**config.mk**
```make
export PLATFORM = sky130hd
export DESIGN_NAME = mc_control_fsm
export DESIGN_NICKNAME = d
export VERILOG_FILES = /design/src/rtl/mc_control_fsm.sv
export SDC_FILE = /design/constraint.sdc
export NUM_CORES = 1
export LEC_CHECK = 0
export BUFFER_PORTS_ARGS = -buffer_cell sky130_fd_sc_hd__buf_4
export CAP_MARGIN = 15
export CORE_AREA = 2 2 39 41
export CTS_BUF_LIST = sky130_fd_sc_hd__clkbuf_2
export DETAILED_ROUTE_END_ITERATION = 10
export DIE_AREA = 0 0 41 43
export PLACE_DENSITY = 0.82
export SLEW_MARGIN = 40
export SYNTH_ARGS = -nofsm -noshare
export SYNTH_HDL_FRONTEND = slang
export SYNTH_SLANG_ARGS = --single-unit
```
**constraint.sdc**
```tcl
create_clock -name clock -period 4.6 [get_ports clock]
set_clock_uncertainty 0.2 [all_clocks]
set_input_delay 1.38 -clock clock [delete_from_list [all_inputs] [get_ports clock]]
set_output_delay 1.38 -clock clock [all_outputs]
set_load 0.02 [all_outputs]
```
**src/rtl/mc_control_fsm.sv**
```systemverilog
// Multicycle MIPS main control unit.
// Moore state sequencing with mem_ready / overflow gating of the control word.
// Optional feature macro: MC_CTRL_ADDI_EN (adds ADDIEX/ADDIWB states and the
// add-immediate decode; when undefined, OP_ADDI decodes as an illegal opcode).
module mc_control_fsm #(
  parameter int unsigned OPCODE_W = 6,
  parameter logic [OPCODE_W-1:0] OP_RTYPE = 6'h00,
  parameter logic [OPCODE_W-1:0] OP_LW    = 6'h23,
  parameter logic [OPCODE_W-1:0] OP_SW    = 6'h2B,
  parameter logic [OPCODE_W-1:0] OP_BEQ   = 6'h04,
  parameter logic [OPCODE_W-1:0] OP_J     = 6'h02,
  parameter logic [OPCODE_W-1:0] OP_ADDI  = 6'h08
) (
  input  logic                clock,
  input  logic                reset,
  input  logic [OPCODE_W-1:0] opcode,
  input  logic                overflow,
  input  logic                mem_ready,
  output logic [18:0]         ctrl,
  output logic [3:0]          state
);

  typedef enum logic [3:0] {
    S_FETCH   = 4'd0,
    S_DECODE  = 4'd1,
    S_MEMADR  = 4'd2,
    S_MEMRD   = 4'd3,
    S_MEMWB   = 4'd4,
    S_MEMWR   = 4'd5,
    S_EXEC    = 4'd6,
    S_RCOMP   = 4'd7,
    S_BRANCH  = 4'd8,
    S_JUMP    = 4'd9,
    S_ILLEGAL = 4'd10,
    S_OVF     = 4'd11,
    S_ADDIEX  = 4'd12,
    S_ADDIWB  = 4'd13
  } state_e;

  // Control word bit positions
  localparam int unsigned B_PC_WRITE      = 18;
  localparam int unsigned B_PC_WRITE_COND = 17;
  localparam int unsigned B_IORD          = 16;
  localparam int unsigned B_MEM_READ      = 15;
  localparam int unsigned B_MEM_WRITE     = 14;
  localparam int unsigned B_IR_WRITE      = 13;
  localparam int unsigned B_MEM_TO_REG    = 12;
  localparam int unsigned B_PC_SRC_LSB    = 10;
  localparam int unsigned B_ALU_OP_LSB    = 8;
  localparam int unsigned B_ALU_SRCB_LSB  = 6;
  localparam int unsigned B_ALU_SRCA      = 5;
  localparam int unsigned B_REG_WRITE     = 4;
  localparam int unsigned B_REG_DST       = 3;
  localparam int unsigned B_INT_CAUSE     = 2;
  localparam int unsigned B_CAUSE_WRITE   = 1;
  localparam int unsigned B_EPC_WRITE     = 0;

  state_e      state_q, state_d;
  logic        is_store_q, is_store_d;
  logic [18:0] ctrl_c;

  // Next-state logic; opcode is consulted only in DECODE.
  // is_store_q remembers the lw/sw choice made in DECODE so MEMADR does not
  // re-read an opcode that may have changed since.
  always_comb begin
    state_d    = state_q;
    is_store_d = is_store_q;
    case (state_q)
      S_FETCH:  if (mem_ready) state_d = S_DECODE;
      S_DECODE: begin
        is_store_d = (opcode == OP_SW);
        if (opcode == OP_RTYPE)                      state_d = S_EXEC;
        else if (opcode == OP_LW || opcode == OP_SW) state_d = S_MEMADR;
        else if (opcode == OP_BEQ)                   state_d = S_BRANCH;
        else if (opcode == OP_J)                     state_d = S_JUMP;
`ifdef MC_CTRL_ADDI_EN
        else if (opcode == OP_ADDI)                  state_d = S_ADDIEX;
`else
        else if (opcode == OP_ADDI)                  state_d = S_ILLEGAL;
`endif
        else                                         state_d = S_ILLEGAL;
      end
      S_MEMADR:  state_d = is_store_q ? S_MEMWR : S_MEMRD;
      S_MEMRD:   if (mem_ready) state_d = S_MEMWB;
      S_MEMWB:   state_d = S_FETCH;
      S_MEMWR:   if (mem_ready) state_d = S_FETCH;
      S_EXEC:    state_d = S_RCOMP;
      S_RCOMP:   state_d = overflow ? S_OVF : S_FETCH;
      S_BRANCH:  state_d = S_FETCH;
      S_JUMP:    state_d = S_FETCH;
      S_ILLEGAL: state_d = S_FETCH;
      S_OVF:     state_d = S_FETCH;
`ifdef MC_CTRL_ADDI_EN
      S_ADDIEX:  state_d = S_ADDIWB;
      S_ADDIWB:  state_d = overflow ? S_OVF : S_FETCH;
`endif
      default:   state_d = S_FETCH;
    endcase
  end

  // Control word decode from current state, gated by mem_ready / overflow.
  always_comb begin
    ctrl_c = '0;
    case (state_q)
      S_FETCH: begin
        ctrl_c[B_MEM_READ]                          = 1'b1;
        ctrl_c[B_ALU_SRCB_LSB +: 2]                 = 2'b01;
        ctrl_c[B_PC_WRITE]                          = mem_ready;
        ctrl_c[B_IR_WRITE]                          = mem_ready;
      end
      S_DECODE: ctrl_c[B_ALU_SRCB_LSB +: 2]         = 2'b11;
      S_MEMADR: begin
        ctrl_c[B_ALU_SRCA]                          = 1'b1;
        ctrl_c[B_ALU_SRCB_LSB +: 2]                 = 2'b10;
      end
      S_MEMRD: begin
        ctrl_c[B_MEM_READ]                          = 1'b1;
        ctrl_c[B_IORD]                              = 1'b1;
      end
      S_MEMWB: begin
        ctrl_c[B_REG_WRITE]                         = 1'b1;
        ctrl_c[B_MEM_TO_REG]                        = 1'b1;
      end
      S_MEMWR: begin
        ctrl_c[B_MEM_WRITE]                         = 1'b1;
        ctrl_c[B_IORD]                              = 1'b1;
      end
      S_EXEC: begin
        ctrl_c[B_ALU_SRCA]                          = 1'b1;
        ctrl_c[B_ALU_OP_LSB +: 2]                   = 2'b10;
      end
      S_RCOMP: begin
        ctrl_c[B_ALU_SRCA]                          = 1'b1;
        ctrl_c[B_ALU_OP_LSB +: 2]                   = 2'b10;
        ctrl_c[B_REG_DST]                           = 1'b1;
        ctrl_c[B_REG_WRITE]                         = ~overflow;
      end
      S_BRANCH: begin
        ctrl_c[B_ALU_SRCA]                          = 1'b1;
        ctrl_c[B_ALU_OP_LSB +: 2]                   = 2'b01;
        ctrl_c[B_PC_WRITE_COND]                     = 1'b1;
        ctrl_c[B_PC_SRC_LSB +: 2]                   = 2'b01;
      end
      S_JUMP: begin
        ctrl_c[B_PC_WRITE]                          = 1'b1;
        ctrl_c[B_PC_SRC_LSB +: 2]                   = 2'b10;
      end
      S_ILLEGAL, S_OVF: begin
        ctrl_c[B_CAUSE_WRITE]                       = 1'b1;
        ctrl_c[B_EPC_WRITE]                         = 1'b1;
        ctrl_c[B_PC_WRITE]                          = 1'b1;
        ctrl_c[B_PC_SRC_LSB +: 2]                   = 2'b11;
        ctrl_c[B_INT_CAUSE]                         = (state_q == S_OVF);
      end
`ifdef MC_CTRL_ADDI_EN
      S_ADDIEX: begin
        ctrl_c[B_ALU_SRCA]                          = 1'b1;
        ctrl_c[B_ALU_SRCB_LSB +: 2]                 = 2'b10;
      end
      S_ADDIWB: begin
        ctrl_c[B_ALU_SRCA]                          = 1'b1;
        ctrl_c[B_ALU_SRCB_LSB +: 2]                 = 2'b10;
        ctrl_c[B_REG_WRITE]                         = ~overflow;
      end
`endif
      default: ctrl_c = '0;
    endcase
  end

  // Reset holds every datapath write strobe low.
  always_comb begin
    ctrl  = reset ? '0 : ctrl_c;
    state = state_q;
  end

  // State register with synchronous active-high reset.
  always_ff @(posedge clock) begin
    if (reset) begin
      state_q    <= S_FETCH;
      is_store_q <= 1'b0;
    end else begin
      state_q    <= state_d;
      is_store_q <= is_store_d;
    end
  end

endmodule

```
; Word level (Yosys, flattened, before mapping)
; Index checks and enable logic that the tools add are counted.
[op_classes]
n_reduce_logical = 10
n_bitwise = 1
mux = 25
eq_ne = 18
[ops]
columns = cell, n
row1 = one-hot mux 4 bit (7 select lines), 1
row2 = two-way mux 4 bit, 6
row3 = two-way mux 19 bit, 1
row4 = == test 4 x 3 -> 1 bit (second input constant), 4
row5 = == test 4 bit (second input constant), 4
row6 = == test 6 bit (second input constant), 2
row7 = one-hot mux 2 bit (3 select lines), 2
row8 = == test 4 x 2 -> 1 bit (second input constant), 2
row9 = two-way mux 1 bit, 8
row10 = OR reduction 2 bit, 4
row11 = == test 6 x 2 -> 1 bit (second input constant), 1
row12 = == test 6 x 3 -> 1 bit (second input constant), 1
row13 = zero test 6 bit, 1
row14 = two-way mux 3 bit, 2
row15 = != test 2 bit (second input constant), 3
row16 = == test 4 x 1 -> 1 bit (second input constant), 1
row17 = zero test 4 bit, 1
row18 = two-way mux 2 bit, 2
row19 = one-hot mux 1 bit (2 select lines), 2
row20 = one-hot mux 2 bit (2 select lines), 1
row21 = OR reduction 4 bit, 1
row22 = AND reduction 3 bit, 1
row23 = OR reduction 3 bit, 1
row24 = logical OR 1 bit, 1
row25 = inverter 1 bit, 1
[word_totals]
word_cells = 56
reg_bits = 5
in_bits = 10
out_inout_bits = 23

; Longest topological paths before layout
; Gate-level depths: netlist of the first run.
[depth]
depth_word = 6
mapped_depth = 5
ltp_nobuf = 4

; Worst setup path before layout of the first run
; No wires, ideal clock.
[synth_path]
path_kind = input -> output
start = in reset
end = out ctrl[12]
path_buffers = 2
arrival_time_ns = 2.464
required_ns = 3.020
slack_ns = 0.556
stages = 4
cell_sequence = clkbuf_1 -> or3_1 -> clkbuf_1 -> nor3_1
[synth_via]
elab_chain_len = 1
[synth_rtl]
columns = item, line_no
row1 = from (decl), 15  ; input logic reset,
row2 = two-way mux 19 bit, 172  ; ctrl = reset ? '0 : ctrl_c;
row3 = to (decl), 19  ; output logic [18:0] ctrl,
; No other way between the ends.

; Final worst setup path of the first run
; Same ends and word-level chain as after synthesis.

==> results of run 1 <==
## synth_stat cells
master    count
and3_1        3
o311ai_0      1
clkbuf_1      5
nor3_1        6
a21oi_1      10
nor4_1        2
or4b_4        1
o21ai_1       1
nor2_1       18
and2_1        1
a221oi_1      1
nand4_1       1
xor2_1        3
buf_4         2
inv_1         2
a32oi_1       1
nor2b_1       1
or3b_1        1
nand3_1       1
o32ai_1       1
dfxtp_1       5
nand3b_1      1
or2_1         1
o21ai_0       4
a211oi_1      1
nor3_4        1
nand2b_1      3
buf_6         1
or3_1         1
nand2_1       3
o31ai_1       1
## metal layers
metal	track usage, %	routed length, um	part of all wire [%]	vias to the layer above
met5	0	0	0	-
met4	7.33	4	0.26	0
met3	7.85	70	4.5	2
met2	29.7	813	53	18
met1	24.5	653	42	320
li1	-	-	-	353
## power groups by stage
| stage | logic (mW) | clock network (mW) | registers (mW) |
|---|---|---|---|
| 3_3_place_gp | 0.108 | 0 | 0.0681 |
| 6_report | 0.110 | 0.0429 | 0.0683 |
| 3_5_place_dp | 0.110 | 0 | 0.0686 |
| 2_1_floorplan | 0.0801 | 0 | 0.0595 |
| 5_1_grt | 0.120 | 0.0501 | 0.0706 |
| 4_1_cts | 0.111 | 0.0448 | 0.0678 |
## flip-flops by register name, indices dropped and copies added (netlist names)
register,cells
state,4
is_store_q,1
## per-stage QoR
stage          instance area (um2)  std cells  utilization (%)  power [mW]
3_3_place_gp                   761        124             55.0       0.176
2_1_floorplan                  546         84                -       0.140
5_1_grt                        781        128             56.4       0.241
3_5_place_dp                   761        124             55.0       0.179
6_report                       781        128             56.4       0.221
4_1_cts                        781        128             56.4       0.223
## path summary, 6_finish.rpt
kind	from	endpoint	slack [ns]	cells after the start
worst max-delay path	reset	ctrl[12]	0.74	4
worst min-delay path	is_store_q	is_store_q	0.37	2
worst max register to register	state[0]	is_store_q	2.64	4
worst min register to register	is_store_q	is_store_q	0.37	2
## final cells by class
class,count,area (um2),share of cell area (%)
repair buffers,32,240,30.8
multi-input cells,69,393,50.3
clock buffers,4,20.0,2.56
flip-flops and latches,5,100,12.8
well taps,16,20.0,2.56
inverters,2,7.51,0.962
## worst reg2reg max path, delay by kind of cell (launching register included)
family	cells	cell delay, ns
AOI/OAI and AO/OA	1	0.13
DFF	1	0.70
and+or+nand+nor	3	0.86
## logic make-up after synthesis
family | after synthesis
XOR/XNOR | 3
buffers and inverters | 10
flip-flops | 5
AND/OR/NAND/NOR | 45
AO/OA/AOI/OAI | 21
==> impl_metrics.csv, run 1 <==
group,metric,value,unit
clock_network,cts_tree,"yes",
outcome,status,"completed",
sta,max_clock_freq,259,MHz
critical_path,critPathKind,"input port to output port",
placement,io_buffers,32,
final_layout,drive_gt1_share,33.9,%
power_and_ir_drop,p_int,0.121,mW
sta,period_share,83.8,%
clock_network,clkTransAtPathRegs,0.06,ns
final_layout,area_growth,43.1,%
route,wl,1.54,mm
critical_path,crit_arrival,2.28,ns
route,drt-initial-drc-count,14,
logic_synthesis,synthSimpleGateAreaFrac,44.3,%
sta,hold_violations,0,
clock_network,postCtsSetupBuffers,0,
global_routing,grt_max_degree,20,
critical_path,required,3.02,ns
final_layout,nFillCells,144,
clock_network,htree_levels,1,
route,drc,0,
sta,period_needed,3.86,ns
logic_synthesis,synth-seq-area-share,18.3,%
global_routing,grt_pass1_wl,2.44,mm
critical_path,cp_top_family,"simple AND/OR/NAND/NOR gates",
logic_synthesis,synth.area.top_cells,"dfxtp_1, nor2_1, a21oi_1",
global_routing,grt-ovfl-total,0,
power_and_ir_drop,pwr-share-clk,19.4,%
sta,rsz0062_at_grt,"false",
logic_synthesis,synth.area.mux_share,0,%
placement,pre_cts_slack,0.758,ns
critical_path,crit_chain,"buf_4 -> or3_1 -> nor3_1 -> buf_4",
clock_network,root_buffer,"clkbuf_2",
critical_path,critPathMaxStageDelay,0.40,ns
sta,setup_violations,0,
clock_network,clock_latency,0.23,ns
sta,whs,0.366,ns
route,dr_total_vias,693,
global_routing,grt_pass1_vias,613,
route,drt-vias-per-instance,5.41,
power_and_ir_drop,p_leak,0.361,nW
sta,timing.final.ws_setup,0.743,ns
logic_synthesis,syn_area,546,um2
logic_synthesis,synth_xor_area_share,4.82,%
floorplanning,initial_core_util,39.4,%
clock_network,cts_num_sinks,5,
floorplanning,ioPinCount,33,
logic_synthesis,synth_adder_area_share,0,%
logic_synthesis,synth_seq_cells,5,
sta,fin_setup_tns,0,ns
clock_network,ctsHoldBuffers,0,
final_layout,fin_nets,123,
placement,gp_congestion,0.803,
power_and_ir_drop,combPwrFrac,49.8,%
final_layout,n_antenna_cell,0,
final_layout,mostFrequentLayoutCells,"buf_4, nor2_1, a21oi_1",
critical_path,cp_slowest_cell,"or3_1",
clock_network,post_cts_resized,0,
logic_synthesis,synth_top_family_by_area,"simple AND/OR/NAND/NOR gates",
global_routing,antenna_found_initial,0,
critical_path,crit_path_max_fanout,10,
logic_synthesis,synth_top_area_cell,"dfxtp_1",
power_and_ir_drop,p_sw_share,45.3,%
floorplanning,core-area,0.00138,mm2
route,drtAntennaViolNets,0,
final_layout,final_common_cell,"buf_4",
power_and_ir_drop,max-vdd-ir-drop,0.134,mV
flow_run,drv_cap,0,
sta,worstMarginPinSlew,0.608,ns
worst_hold_path,min_path_type,"register to register",
global_routing,grt_usage,19.8,%
critical_path,start_kind,"input port",
power_and_ir_drop,p_switching,0.100,mW
critical_path,path_buf_inv,2,
floorplanning,fp.dieW,41,um
logic_synthesis,syn_area_per_cell,6.49,um2
logic_synthesis,synth_compound_area_share,22.9,%
critical_path,cp-end-kind,"output port",
logic_synthesis,yosys.area.top_type_share,18.3,%
route,avgRoutedWirePerCell,12.0,um
sta,slew_viol_final,0,
logic_synthesis,synth.distinct_cells,31,
clock_network,cts_buffers,3,
clock_network,clockBufferDepth,2,
power_and_ir_drop,p_per_area,284,mW/mm2
logic_synthesis,syn_inst,84,
floorplanning,die_area,0.00176,mm2
sta,slew_headroom,59.4,%
route,dr.pass1.iters,4,
critical_path,cp_common_cell,"buf_4",
logic_synthesis,yosysWarnings,0,
floorplanning,dieHeight,43,um
floorplanning,rows,14,
power_and_ir_drop,p_seq_share,30.8,%
placement,dpl.hpwl,1.19,mm
logic_synthesis,synth_nets,94,
Power figures use the tool's default switching activity.
==> run 2, diff against run 1 <==
- clock period: 4.6 -> 3.7 ns (I/O delays scaled with it)
==> run 2 against run 1 <==
Setup slack worse by 0.37 ns. Global-route usage down 1.3 points. Register-to-register slack worse by 0.88 ns. Combinational power up 30%. Non-clock buffer count up 1. Flip-flop and latch count unchanged. First-iteration DRC count up 43%. Clock-buffer cell count unchanged. Largest cell class unchanged.
==> impl_metrics.csv, run 2 (synthesis results as in run 1) <==
group,metric,value,unit
final_layout,multi_input_area,393,um2
global_routing,grt_pass1_wl,2.26,mm
critical_path,cp_slowest_cell,"or3_1",
placement,gp_congestion,0.809,
power_and_ir_drop,p_per_area,351,mW/mm2
critical_path,cp-end-kind,"output port",
clock_network,ctsHoldBuffers,0,
sta,period_needed,3.32,ns
critical_path,crit_path_max_fanout,10,
final_layout,layout.cells.non_filler,129,
final_layout,final_common_cell,"buf_4",
sta,period_share,89.8,%
final_layout,seqCellArea,100,um2
floorplanning,ioPinCount,33,
final_layout,n_antenna_cell,0,
clock_network,clock_latency,0.24,ns
final_layout,fin_nets,124,
critical_path,required,2.39,ns
clock_network,post_cts_resized,0,
worst_hold_path,min_path_type,"register to register",
critical_path,rrSetupSlack,1.76,ns
final_layout,drive_gt1_share,34.5,%
power_and_ir_drop,max-vdd-ir-drop,0.194,mV
critical_path,start_kind,"input port",
route,avgRoutedWirePerCell,11.3,um
critical_path,crit_arrival,2.01,ns
floorplanning,rows,14,
sta,hold_violations,0,
clock_network,clkTransAtPathRegs,0.05,ns
route,drt-initial-drc-count,20,
placement,pre_cts_slack,0.385,ns
clock_network,cts_tree,"yes",
global_routing,grt_pass1_vias,572,
route,drc,0,
critical_path,cp_top_family,"simple AND/OR/NAND/NOR gates",
final_layout,nFillCells,137,
global_routing,grt-ovfl-total,0,
clock_network,root_buffer,"clkbuf_2",
floorplanning,die_area,0.00176,mm2
floorplanning,fp.dieW,41,um
global_routing,grt_usage,18.6,%
sta,worstMarginPinSlew,0.557,ns
final_layout,area_growth,44.5,%
floorplanning,core-area,0.00138,mm2
route,dr_total_vias,693,
clock_network,htree_levels,1,
sta,slew_viol_final,0,
sta,slew_headroom,62.8,%
route,wl,1.46,mm
clock_network,clockBufferDepth,2,
sta,fin_setup_tns,0,ns
clock_network,cts_num_sinks,5,
final_layout,largest_reg_flops,4,
floorplanning,initial_core_util,39.4,%
placement,dp.cells,125,
flow_run,drv_cap,0,
placement,io_buffers,32,
outcome,status,"completed",
clock_network,postCtsSetupBuffers,0,
placement,dpl.hpwl,1.15,mm
clock_network,cts_buffers,3,
critical_path,critPathKind,"input port to output port",
floorplanning,dieHeight,43,um
critical_path,path_buf_inv,2,
route,drtAntennaViolNets,0,
sta,timing.final.ws_setup,0.377,ns
sta,setup_violations,0,
critical_path,crit_chain,"buf_4 -> or3_1 -> nor3_1 -> buf_4",
sta,max_clock_freq,301,MHz
sta,rsz0062_at_grt,"false",
critical_path,critPathMaxStageDelay,0.41,ns
critical_path,cp_common_cell,"buf_4",
route,drt-vias-per-instance,5.37,
power_and_ir_drop,p_leak,0.366,nW
final_layout,mostFrequentLayoutCells,"buf_4, nor2_1, a21oi_1",
global_routing,antenna_found_initial,0,
route,dr.pass1.iters,4,
global_routing,grt_max_degree,19,
==> run 2: cell types whose count changed in the layout (fill, tap and decap cells not counted), sizes merged <==
cell / previous run / this run
buf: 32 / 33
==> run 2: worst paths after layout <==
kind                                  from         end  cells past startpoint
worst min-delay path            is_store_q  is_store_q                      2
worst max-delay path                 reset    ctrl[12]                      4
worst min register to register  is_store_q  is_store_q                      2
worst max register to register    state[0]    state[2]                      5
==> run 2: layer usage <==
metal / GRT usage [%] / part of all wire, %
met1: 21.8 / 43
met2: 29.1 / 50
met3: 9.42 / 7.0
met4: 4.00 / 0.34
met5: 0 / 0
==> run 2: per-stage QoR <==
step	cell area (um2)	utilization (%)	power (mW)	hold WS (ns)
5_1_grt	788	57.0	0.299	0.366
3_5_place_dp	768	55.5	0.224	0.314
4_1_cts	788	57.0	0.278	0.328
6_report	788	57.0	0.277	0.331
3_3_place_gp	768	55.5	0.222	0.320
2_1_floorplan	546	-	0.174	0.277
==> run 2: cell type report <==
| cell class | count | share of cell area [%] |
|---|---|---|
| repair buffers | 33 | 31.4 |
| flip-flops and latches | 5 | 12.7 |
| well taps | 16 | 2.54 |
| inverters | 2 | 0.952 |
| multi-input cells | 69 | 49.8 |
| clock buffers | 4 | 2.54 |
==> run 2: power breakdown <==
group / internal, mW / total [mW] / switching [mW]
combinational: 0.0645 / 0.143 / 0.0786
clock: 0.0286 / 0.0543 / 0.0257
sequential: 0.0599 / 0.0792 / 0.0193
==> run 2: worst reg2reg max path, cell delays in order, from the launching register on <==
cell	delay, ns
dfxtp_1	0.51
buf_4	0.24
or4b_4	0.51
nor3_4	0.18
a21oi_1	0.10
o32ai_1	0.11
